### config.mk
export PLATFORM = sky130hd
export DESIGN_NAME = instr_decode_queue_flat
export DESIGN_NICKNAME = d
export VERILOG_FILES = /design/src/rtl/instr_decode_queue_if.sv /design/src/rtl/instr_decode_queue.sv /design/src/flat_wrapper.sv
export SDC_FILE = /design/constraint.sdc
export NUM_CORES = 1
export LEC_CHECK = 0
export CAP_MARGIN = 10
export CORE_MARGIN = 2
export CORE_UTILIZATION = 40
export CTS_BUF_LIST = sky130_fd_sc_hd__clkbuf_2 sky130_fd_sc_hd__clkbuf_4 sky130_fd_sc_hd__clkbuf_8
export CTS_CLUSTER_SIZE = 12
export DETAILED_ROUTE_END_ITERATION = 16
export HOLD_SLACK_MARGIN = 0.05
export SYNTH_ARGS = -nofsm -noshare
export SYNTH_HDL_FRONTEND = slang
export SYNTH_SLANG_ARGS = --single-unit
### constraint.sdc
create_clock -name clk -period 10.95 [get_ports clk]
set_input_delay 2.19 -clock clk [delete_from_list [all_inputs] [get_ports clk]]
set_output_delay 2.19 -clock clk [all_outputs]
set_load 0.01 [all_outputs]
### src/rtl/instr_decode_queue_if.sv
// Fetch-side and decode-side signal bundle for instr_decode_queue.
// The slave modport is the queue; the master modport is fetch plus decode/rename.
interface instr_decode_queue_if #(
    parameter int DEPTH = 8
);
    localparam int CW = $clog2(DEPTH) + 1;

    logic          IN_invalidate;
    logic [63:0]   IN_instr;
    logic [1:0]    IN_instrValid;
    logic [1:0]    IN_branchPred;
    logic [11:0]   IN_branchID;
    logic [63:0]   IN_pc;
    logic          OUT_full;
    logic          IN_stall;
    logic [63:0]   OUT_instr;
    logic [1:0]    OUT_instrValid;
    logic [1:0]    OUT_branchPred;
    logic [11:0]   OUT_branchID;
    logic [63:0]   OUT_pc;
    logic [CW-1:0] OUT_count;

    modport master (
        output IN_invalidate, IN_instr, IN_instrValid, IN_branchPred, IN_branchID, IN_pc, IN_stall,
        input  OUT_full, OUT_instr, OUT_instrValid, OUT_branchPred, OUT_branchID, OUT_pc, OUT_count
    );

    modport slave (
        input  IN_invalidate, IN_instr, IN_instrValid, IN_branchPred, IN_branchID, IN_pc, IN_stall,
        output OUT_full, OUT_instr, OUT_instrValid, OUT_branchPred, OUT_branchID, OUT_pc, OUT_count
    );
endinterface

### src/rtl/instr_decode_queue.sv
// Two-wide circular instruction queue feeding a registered decode-input stage.
// Optional build macro DECODE_QUEUE_BYPASS_EN lets inputs skip an empty queue straight into the output stage.
module instr_decode_queue #(
    parameter int NUM_UOPS = 2,
    parameter int DEPTH    = 8
) (
    input  logic                clk,
    input  logic                rst,
    instr_decode_queue_if.slave bus
);
    localparam int AW = $clog2(DEPTH);
    localparam int CW = AW + 1;

    typedef struct packed {
        logic [31:0] instr;
        logic [31:0] pc;
        logic        pred;
        logic [5:0]  bid;
    } entry_t;

    entry_t        r_mem [DEPTH];
    logic [CW-1:0] r_wptr;
    logic [CW-1:0] r_rptr;
    logic [1:0]    r_ov;
    entry_t        r_o0;
    entry_t        r_o1;

    entry_t        w_s0, w_s1, w_c0, w_c1, w_r0, w_r1, w_ld0, w_ld1;
    logic [CW-1:0] w_count, w_rptr1, w_wptr1;
    logic          w_full, w_adv, w_bypass, w_do_push;
    logic [1:0]    w_npush, w_npop, w_ld_v;

    assign w_s0 = {bus.IN_instr[31:0],  bus.IN_pc[31:0],  bus.IN_branchPred[0], bus.IN_branchID[5:0]};
    assign w_s1 = {bus.IN_instr[63:32], bus.IN_pc[63:32], bus.IN_branchPred[1], bus.IN_branchID[11:6]};

    // Compaction: a lone slot-1 instruction moves into position 0.
    assign w_c0    = bus.IN_instrValid[0] ? w_s0 : w_s1;
    assign w_c1    = w_s1;
    assign w_npush = {1'b0, bus.IN_instrValid[0]} + {1'b0, bus.IN_instrValid[1]};

    assign w_count = r_wptr - r_rptr;
    assign w_full  = w_count > CW'(DEPTH - 2);
    assign w_adv   = !bus.IN_stall || (r_ov == 2'b00);
    assign w_rptr1 = r_rptr + CW'(1);
    assign w_wptr1 = r_wptr + CW'(1);
    assign w_r0    = r_mem[r_rptr[AW-1:0]];
    assign w_r1    = r_mem[w_rptr1[AW-1:0]];

`ifdef DECODE_QUEUE_BYPASS_EN
    assign w_bypass = (w_count == '0) && w_adv;
`else
    assign w_bypass = 1'b0;
`endif

    assign w_do_push = !w_full && (w_npush != 2'd0) && !w_bypass;

    always_comb begin
        w_npop = 2'd0;
        if (w_adv && !w_bypass) begin
            if (w_count >= CW'(NUM_UOPS)) w_npop = 2'd2;
            else                          w_npop = w_count[1:0];
        end
    end

    always_comb begin
        w_ld_v = 2'b00;
        w_ld0  = w_r0;
        w_ld1  = w_r1;
        if (w_bypass) begin
            w_ld0 = w_c0;
            w_ld1 = w_c1;
            case (w_npush)
                2'd2:    w_ld_v = 2'b11;
                2'd1:    w_ld_v = 2'b01;
                default: w_ld_v = 2'b00;
            endcase
        end else begin
            case (w_npop)
                2'd2:    w_ld_v = 2'b11;
                2'd1:    w_ld_v = 2'b01;
                default: w_ld_v = 2'b00;
            endcase
        end
    end

    always_ff @(posedge clk) begin
        if (rst) begin
            r_wptr <= '0;
            r_rptr <= '0;
            r_ov   <= 2'b00;
            r_o0   <= '0;
            r_o1   <= '0;
        end else if (bus.IN_invalidate) begin
            r_wptr <= '0;
            r_rptr <= '0;
            r_ov   <= 2'b00;
        end else begin
            if (w_do_push) r_wptr <= r_wptr + CW'(w_npush);
            r_rptr <= r_rptr + CW'(w_npop);
            if (w_adv) begin
                r_ov <= w_ld_v;
                r_o0 <= w_ld0;
                r_o1 <= w_ld1;
            end
        end
    end

    // Storage carries no reset; occupancy is tracked purely by the pointers.
    always_ff @(posedge clk) begin
        if (!rst && !bus.IN_invalidate && w_do_push) begin
            r_mem[r_wptr[AW-1:0]] <= w_c0;
            if (w_npush == 2'd2) r_mem[w_wptr1[AW-1:0]] <= w_c1;
        end
    end

    assign bus.OUT_full       = w_full;
    assign bus.OUT_count      = w_count;
    assign bus.OUT_instrValid = r_ov;
    assign bus.OUT_instr      = {r_o1.instr, r_o0.instr};
    assign bus.OUT_pc         = {r_o1.pc, r_o0.pc};
    assign bus.OUT_branchPred = {r_o1.pred, r_o0.pred};
    assign bus.OUT_branchID   = {r_o1.bid, r_o0.bid};
endmodule

### src/flat_wrapper.sv
// flat-port wrapper written by rule: the top's interface ports become plain ports
module instr_decode_queue_flat 
#(
    parameter int NUM_UOPS = 2,
    parameter int DEPTH    = 8
)
  (clk, rst, bus_IN_invalidate, bus_IN_instr, bus_IN_instrValid, bus_IN_branchPred, bus_IN_branchID, bus_IN_pc, bus_IN_stall, bus_OUT_full, bus_OUT_instr, bus_OUT_instrValid, bus_OUT_branchPred, bus_OUT_branchID, bus_OUT_pc, bus_OUT_count);
  instr_decode_queue_if #(.DEPTH(DEPTH)) bus_i ();
  input  logic clk;
  input  logic rst;
  input wire logic [$bits(bus_i.IN_invalidate)-1:0] bus_IN_invalidate;
  input wire logic [$bits(bus_i.IN_instr)-1:0] bus_IN_instr;
  input wire logic [$bits(bus_i.IN_instrValid)-1:0] bus_IN_instrValid;
  input wire logic [$bits(bus_i.IN_branchPred)-1:0] bus_IN_branchPred;
  input wire logic [$bits(bus_i.IN_branchID)-1:0] bus_IN_branchID;
  input wire logic [$bits(bus_i.IN_pc)-1:0] bus_IN_pc;
  input wire logic [$bits(bus_i.IN_stall)-1:0] bus_IN_stall;
  output wire logic [$bits(bus_i.OUT_full)-1:0] bus_OUT_full;
  output wire logic [$bits(bus_i.OUT_instr)-1:0] bus_OUT_instr;
  output wire logic [$bits(bus_i.OUT_instrValid)-1:0] bus_OUT_instrValid;
  output wire logic [$bits(bus_i.OUT_branchPred)-1:0] bus_OUT_branchPred;
  output wire logic [$bits(bus_i.OUT_branchID)-1:0] bus_OUT_branchID;
  output wire logic [$bits(bus_i.OUT_pc)-1:0] bus_OUT_pc;
  output wire logic [$bits(bus_i.OUT_count)-1:0] bus_OUT_count;
  assign bus_i.IN_invalidate = bus_IN_invalidate;
  assign bus_i.IN_instr = bus_IN_instr;
  assign bus_i.IN_instrValid = bus_IN_instrValid;
  assign bus_i.IN_branchPred = bus_IN_branchPred;
  assign bus_i.IN_branchID = bus_IN_branchID;
  assign bus_i.IN_pc = bus_IN_pc;
  assign bus_i.IN_stall = bus_IN_stall;
  assign bus_OUT_full = bus_i.OUT_full;
  assign bus_OUT_instr = bus_i.OUT_instr;
  assign bus_OUT_instrValid = bus_i.OUT_instrValid;
  assign bus_OUT_branchPred = bus_i.OUT_branchPred;
  assign bus_OUT_branchID = bus_i.OUT_branchID;
  assign bus_OUT_pc = bus_i.OUT_pc;
  assign bus_OUT_count = bus_i.OUT_count;
  instr_decode_queue #(.NUM_UOPS(NUM_UOPS), .DEPTH(DEPTH)) u_core (.clk(clk), .rst(rst), .bus(bus_i));
endmodule
### Word level (Yosys, flattened, before mapping)

Memories as Yosys holds them, arrays and structs flattened. A register that Yosys moved wholly into a read port is not among the register bits.
Index checks and enable logic that the tools add are counted.

| cells by class | value |
|---|---|
| $add $sub $neg | 6 |
| $lt $le $gt $ge | 2 |
| equal/unequal tests | 3 |
| mux-type cells | 9 |
| bitwise gates (word level) | 1 |
| reduce and logical (&&, ||, !) cells | 12 |

Operators with widths:

| kind | count |
|---|---|
| 71-bit 2-to-1 mux | 1 |
| 4-bit by 2-bit adder with 4-bit output | 2 |
| 3-bit by 1-bit adder with 3-bit output, second input constant | 2 |
| 1-bit 2-to-1 mux | 5 |
| 2-bit == test, second input constant | 2 |
| 4-bit by 2-bit >= comparator with 1-bit output, second input constant | 1 |
| 4-bit by 3-bit greater-than comparator with 1-bit output, second input constant | 1 |
| 1-bit logical NOT | 4 |
| 2-bit 2-to-1 mux | 2 |
| 2-bit one-hot mux with 2 select lines | 1 |
| 4-bit subtractor | 1 |
| 1-bit logical AND | 3 |
| 1-bit by 1-bit adder with 2-bit output | 1 |
| 2-bit by 1-bit == test with 1-bit output, second input constant | 1 |
| 2-bit logical NOT | 1 |
| 2-bit AND reduction | 1 |
| 2-bit nonzero test | 1 |
| 2-bit OR reduction | 1 |
| 1-bit logical OR | 1 |
| 1-bit inverter | 1 |

| word-level totals | value |
|---|---|
| register bits | 10 |
| bits in writable memories | 568 |
| input port bits | 148 |
| logic and storage cells | 37 |
| memories | 1 |

Memories:

| name | depth | bits a word | rd ports | clocked after memory_dff | wr ports | line | source |
|---|---|---|---|---|---|---|---|
| u_core.r_mem | 8 | 71 | 2 | 2 | 2 | instr_decode_queue.sv:21 | `entry_t r_mem [DEPTH];` |

### Depth between registers and ports, before layout

Gate-level depths: netlist of the first run.

| logic depth | value |
|---|---|
| word-level depth | 7 |
| depth in mapped cells | 18 |

### Least setup slack after synthesis of the first run

No wires, ideal clock.

| path | value |
|---|---|
| path kind | input to register |
| from | input port bus_IN_instrValid[0] |
| to | memory u_core.r_mem[1][0] in the netlist's numbering (enable) |
| library setup time | 0.606 ns |
| arrival time | 9.483 ns |
| required time | 10.344 ns |
| slack | 0.861 ns |
| cell stages on the path | 9 |
| path buffers | 3 |
| cells stage by stage | clkbuf_1 clkbuf_1 clkbuf_1 inv_1 ha_1 or3_1 a21oi_1 nand3_1 o31ai_1 |

RTL lines:

| what | line | source |
|---|---|---|
| start, declared | flat_wrapper.sv:13 | `input wire logic [$bits(bus_i.IN_instrValid)-1:0] bus_IN_instrValid;` |
| end, declared | instr_decode_queue.sv:21 |  |

### Worst setup path in the final report of the first run

| path | value |
|---|---|
| from | register u_core.r_rptr[1] |
| to | output port bus_OUT_count[3] |

| on the way | value |
|---|---|
| word-level cells in the longest chain between the ends | 1 |

Ends and longest elaborated chain:

| what | line | source |
|---|---|---|
| start, declared | instr_decode_queue.sv:23 | `logic [CW-1:0] r_rptr;` |
| start signal, assigned | instr_decode_queue.sv:99 | `r_rptr <= r_rptr + CW'(w_npop);` |
| 4-bit subtractor | instr_decode_queue.sv:41 | `assign w_count = r_wptr - r_rptr;` |
| end, declared | flat_wrapper.sv:24 | `output wire logic [$bits(bus_i.OUT_count)-1:0] bus_OUT_count;` |

Every way passes these cells.

==> run summary, run 1 <==
Status - completed
CTS tree - built
Starting Density - 0.405
CP Class - reg -> out
Sw frac - 0.314
Post-CTS setup buffer count - 0
First-pass GRT wire length - 177 mm
Seq/Total Area, Yosys - 0.521
Nets@finish - 3,300
Crit Path Max Fanout - 32
Post-CTS Resized - 0
Crit path launch type - flop
Post-synthesis xor/xnor area fraction - 0.00159
Final core occ - 0.470
CP cell instances - inv_4 -> ha_1 -> a21oi_1 -> nand3_1 -> and2_1 -> inv_1 -> clkdlybuf4s50_1
Part of the power in registers - 0.418
Largest net degree at the start of global routing - 183
CP max stage delay - 0.75 ns
Final ANT Viol Nets - 0
Final Hold Vio Count - 0
Die ar. - 98,900 um2
Total wire length - 120 mm
Share of cells above drive strength 1 - 0.254
Final hold slack - 0.496 ns
Chip Width - 315 um
Vias/cell - 5.95
Vias post-DR - 26,800
Worst-margin pin slew - 1.20 ns
Fillcell total - 8,447
Synth Area in Adders - 0.00577
Placed wire-length estimate - 70.5 mm
Period utilisation layout - 0.567
Clock root buffer - clkbuf_8
Number of port buffers - 296
Final Skew - 0.0303 ns
P&R area growth vs syn - 16.1%
Clock network power share - 0.304
Slew HR - 0.197
Row cnt - 113
Post-synthesis simple-gate area fraction - 0.0690
Worst Hold Class - reg -> reg
GPL Wtd Cong - 0.823
#FFs+latches synth - 720
Synth area leaders - edfxtp_1, mux4_2, mux2_2
Drt pass-1 iters - 5
GRT overflow - 0
Slowest stage cell, crit path - dfxtp_4
Final worst setup slack - 4.74 ns
Area leader, netlist - edfxtp_1
Final Max Slew Viols - 0
Largest family of logic cells by synthesized area - multiplexers
Mux contribution to synthesized area - 0.286
Cells after synthesis - 2,999
Compound-cell area share of the yosys netlist - 0.0809
Synthesized area - 38,600 um2
PwrDens - 181 nW/um2
P_int - 5560 uW
Fmax - 0.161 GHz
IO Count - 297
Synth warn - 0
CP Data Required Time - 8.76 ns
Synth Flop Type - edfxtp_1
Clk buf depth - 3
Logic pwr share - 0.278
Min-delay src - u_core.bus.OUT_pc[43]
Pre-CTS WS - 4.15 ns
Worst-path clk slew - 0.06 ns
Max cap viols - 0
Core Region - 95,300 um2
Initial antenna violation count - 17
Switching power - 2540 uW
Power Total - 8100 uW
Clock sinks - 720
CTS Buf Count - 118
Die Y - 315 um
Peak VDD IR - 0.122 mV
Worst setup path start - u_core.r_rptr[1]
Crit path DAT - 4.02 ns
Avg Inst Size Synth - 12.9 um2
Netlist cell types - 45
Drt wl/cell - 26.5 um
Lkg Pwr - 0.0146 uW
CTS H-tree depth - 3
RSZ-0062 raised after global routing - no
Setup TNS - 0 ns
Final setup violation count - 0
Worst setup EP type - output port
Gr usage total - 0.240
Detailed Route Iter0 Violations - 2,879
Post-CTS Hold Fix Bufs - 0
Async SR Flop Fraction - 0
Top-area cell type share of the netlist area - 0.442
Reg2Reg Launch Point - u_core.r_rptr[1]
Worst skew pair latency - 0.76 ns
Post-synth EDFFs - 568
Syn nets - 3,163
Post-route minimum period - 6.21 ns
Residual DRC - 0
Vias in the first global route - 27,300
## cell families (layout without fill, tap and decap cells)
| kind of cell | after synthesis | count (layout) |
|---|---|---|
| muxes | 711 | 711 |
| AOI/OAI and AO/OA | 522 | 522 |
| buffers and inverters | 336 | 575 |
| DFF | 720 | 720 |
| and+or+nand+nor | 687 | 687 |
| other | 0 | 5 |
| xor gates and xnor gates | 7 | 7 |
| adders and majority gates | 16 | 16 |
## synthesized netlist by cell type (5+ instances only)
| cell | count |
|---|---|
| a311oi_1 | 71 |
| clkbuf_1 | 153 |
| a211oi_1 | 73 |
| edfxtp_1 | 568 |
| mux2_1 | 13 |
| mux4_2 | 284 |
| mux2i_1 | 143 |
| buf_1 | 84 |
| a21oi_1 | 361 |
| nor2_1 | 509 |
| or3_1 | 5 |
| dfxtp_1 | 152 |
| inv_1 | 13 |
| o21ai_0 | 6 |
| buf_4 | 7 |
| mux2_2 | 271 |
| nand4_1 | 5 |
| ha_1 | 13 |
| nand2_1 | 149 |
| buf_2 | 78 |
## layout make-up
type / instances / area [um2] / area share
timing repair buffer: 339 / 3330 / 0.0743
antenna: 5 / 12.5 / 0.000279
sequential: 720 / 20100 / 0.449
multi-input combinational: 1943 / 17200 / 0.385
inverter: 14 / 55.1 / 0.00123
clock inverter: 35 / 236 / 0.00528
tap: 1265 / 1580 / 0.0354
clock buffer: 187 / 2210 / 0.0494
## stage by stage
stage          instance area, um2  instances
2_1_floorplan               38600       2999
3_3_place_gp                42300       4281
3_5_place_dp                42300       4281
4_1_cts                     44800       4503
5_1_grt                     44800       4508
6_report                    44800       4508
## worst max-delay path, delay by kind of cell, from the launching register on
family | cells | cell delay (ns)
flops | 1 | 0.75
simple gates | 2 | 0.65
buf+inv | 3 | 1.33
compound gates | 1 | 0.19
fa+ha+maj | 1 | 0.32
## per-layer routing
layer / track usage / wire length, um / vias up
li1: - / - / 11800
met4: 0.105 / 4530 / 22
met5: 0 / 136 / -
met1: 0.301 / 46400 / 13500
met2: 0.399 / 58300 / 1269
met3: 0.0509 / 10200 / 245
## cells in the final DEF, fill, tap and decap left out, types with 5 or more instances in the layout
| master | Yosys | routed |
|---|---|---|
| clkinv_1 | 0 | 19 |
| mux2_1 | 13 | 13 |
| mux2i_1 | 143 | 143 |
| diode_2 | 0 | 5 |
| clkinv_2 | 0 | 10 |
| clkdlybuf4s50_1 | 0 | 294 |
| a211oi_1 | 73 | 73 |
| buf_4 | 7 | 40 |
| mux2_2 | 271 | 271 |
| a311oi_1 | 71 | 71 |
| nand2_1 | 149 | 149 |
| edfxtp_1 | 568 | 568 |
| ha_1 | 13 | 12 |
| clkbuf_8 | 0 | 130 |
| mux4_2 | 284 | 284 |
| nor2_1 | 509 | 508 |
| dfxtp_1 | 152 | 149 |
| clkbuf_4 | 0 | 58 |
| a21oi_1 | 361 | 361 |
| o21ai_4 | 0 | 5 |
| inv_1 | 13 | 13 |
| nand4_1 | 5 | 5 |
| or3_1 | 5 | 5 |
## flip-flops by register name, indices dropped and copies added, names as in the netlist
name	count
u_core.bus.OUT_instrValid	2
u_core.r_rptr	4
u_core.r_wptr	4
u_core.bus.OUT_instr	64
u_core.bus.OUT_pc	64
u_core.bus.OUT_branchPred	2
u_core.bus.OUT_branchID	12
u_core.r_mem	568
## final timing paths
path                                end  slack [ns]  depth (start not counted)
setup / recovery       bus_OUT_count[3]        4.74                          7
hold / removal    u_core.bus.OUT_pc[43]        0.50                          2
setup reg to reg    u_core.r_mem[3][45]        5.72                          8
hold reg to reg   u_core.bus.OUT_pc[43]        0.50                          2
## power by group through the flow
stage	registers (uW)	clock network (uW)	logic [uW]
floorplan	3400	0	1380
global placement	3430	0	2220
detailed placement	3440	0	2260
CTS	3390	2510	2270
global route	3400	2610	2420
finish	3390	2460	2250
Note: power is estimated with default switching activity, not from simulation.
==> run 2: changes to the inputs <==
clock period = 5.24 ns   (was 10.95 ns; I/O delays follow)
==> run summary, run 2 (synthesized netlist as in run 1, its figures left out) <==
Status - completed
Post-route minimum period - 5.04 ns
Residual DRC - 0
GRT overflow - 0
Crit path launch type - flop
CTS Buf Count - 121
DR WL met3 - 9.52 mm
Placed wire-length estimate - 73.4 mm
Worst-path clk slew - 0.06 ns
Wl on met1 - 47.3 mm
Min-delay src - u_core.bus.OUT_instr[40]
Total wire length - 120 mm
Most common cell after layout, fill and taps aside - edfxtp_1
Worst skew pair latency - 0.77 ns
Initial antenna violation count - 18
Nets@finish - 3,330
Period utilisation layout - 0.961
CP Class - reg -> out
Final Max Slew Viols - 0
Reg2Reg Launch Point - u_core.r_wptr[0]
RSZ-0062 raised after global routing - no
Detailed Route Iter0 Violations - 2,718
GPL Wtd Cong - 0.842
Number of port buffers - 296
Core Region - 95,300 um2
Clk buf depth - 3
Final setup violation count - 0
Clock sinks - 720
Post-CTS setup buffer count - 0
Gr usage total - 0.240
Crit Path Max Fanout - 8
Post-Place Cell Area - 42,900 um2
Lkg Pwr - 0.0149 uW
Fmax - 0.199 GHz
Vias/cell - 5.95
Final core occ - 0.477
PwrDens - 378 nW/um2
Peak VDD IR - 0.265 mV
Worst-margin pin slew - 1.04 ns
P&R area growth vs syn - 17.8%
Starting Density - 0.405
Max reg flops - 568
Setup TNS - 0 ns
Worst Hold Class - reg -> reg
Final ANT Viol Nets - 0
CTS H-tree depth - 3
Drt pass-1 iters - 6
Fillcell total - 8,427
Drt wl/cell - 26.5 um
Slew HR - 0.307
Worst setup path start - u_core.r_wptr[0]
Max cap viols - 0
Most frequent cells in the layout - edfxtp_1, nor2_1, a21oi_1
Worst setup EP type - output port
Final Hold Vio Count - 0
CTS tree - built
Vias post-DR - 27,000
Fin area - 45,400 um2
Vias in the first global route - 27,500
Largest net degree at the start of global routing - 134
Post-CTS Resized - 0
Clock root buffer - clkbuf_8
Die ar. - 98,900 um2
Met2 wire length - 60.2 mm
First-pass GRT wire length - 178 mm
Chip Width - 315 um
Top Metal Used - met5
IO Count - 297
Row cnt - 113
Crit path DAT - 3.99 ns
Die Y - 315 um
Post-CTS Hold Fix Bufs - 0
CP Data Required Time - 4.19 ns
Final Skew - 0.0425 ns
Share of cells above drive strength 1 - 0.261
## run 2: changes by cell type in the layout (fill, tap and decap cells not counted), moves of 3 or more
cell / delta
buf_12: +29
clkbuf_4: -12
clkbuf_8: +3
clkinv_1: +5
clkinv_2: +7
clkinvlp_4: +3
## run 2: final timing paths
check | endpoint | slack, ns | depth (start not counted)
worst max-delay path | bus_OUT_full | 0.20 | 7
worst min-delay path | u_core.bus.OUT_instr[40] | 0.50 | 2
worst max register to register | u_core.r_mem[5][14] | 1.30 | 8
worst min register to register | u_core.bus.OUT_instr[40] | 0.50 | 2
## run 2: through the flow
stage | hold slack (ns) | setup WS [ns] | std cells | power (uW)
floorplan | 0.470 | 0.0244 | 2999 | 9980
global placement | 0.486 | 0.778 | 4308 | 11900
detailed placement | 0.491 | 0.758 | 4308 | 12000
CTS | 0.500 | 0.223 | 4539 | 17300
global route | 0.519 | 0.0846 | 4546 | 17900
finish | 0.499 | 0.203 | 4546 | 17200
## run 2: layout make-up
class,instances,area (um2),area share
clock buffers,178,2160,0.0476
repair buffers,366,3890,0.0857
flip-flops and latches,720,20100,0.443
multi-input cells,1943,17200,0.379
well taps,1265,1580,0.0348
clock inverters,53,382,0.00840
inverters,14,55.1,0.00121
diodes,7,17.5,0.000385
## run 2: power by group
group | switching, uW | internal (uW) | leakage [uW]
Combinational | 2660 | 2210 | 0.00717
Sequential | 344 | 6670 | 0.00639
Clock | 2400 | 2890 | 0.00135
Total | 5390 | 11800 | 0.0149
## run 2: critical path, stage by stage, from the launching register on
cell and delay, ns:
dfxtp_1 0.47, inv_1 0.24, ha_1 0.26, fa_1 0.38, xnor2_1 0.71, nand2_1 0.26
nand2_1 0.28, clkdlybuf4s50_1 0.61
## run 2: metal layers
| layer | vias to the layer above | global-route usage |
|---|---|---|
| li1 | 11900 | - |
| met1 | 13700 | 0.304 |
| met2 | 1262 | 0.411 |
| met3 | 205 | 0.0445 |
| met4 | 22 | 0.0876 |
| met5 | - | 0 |
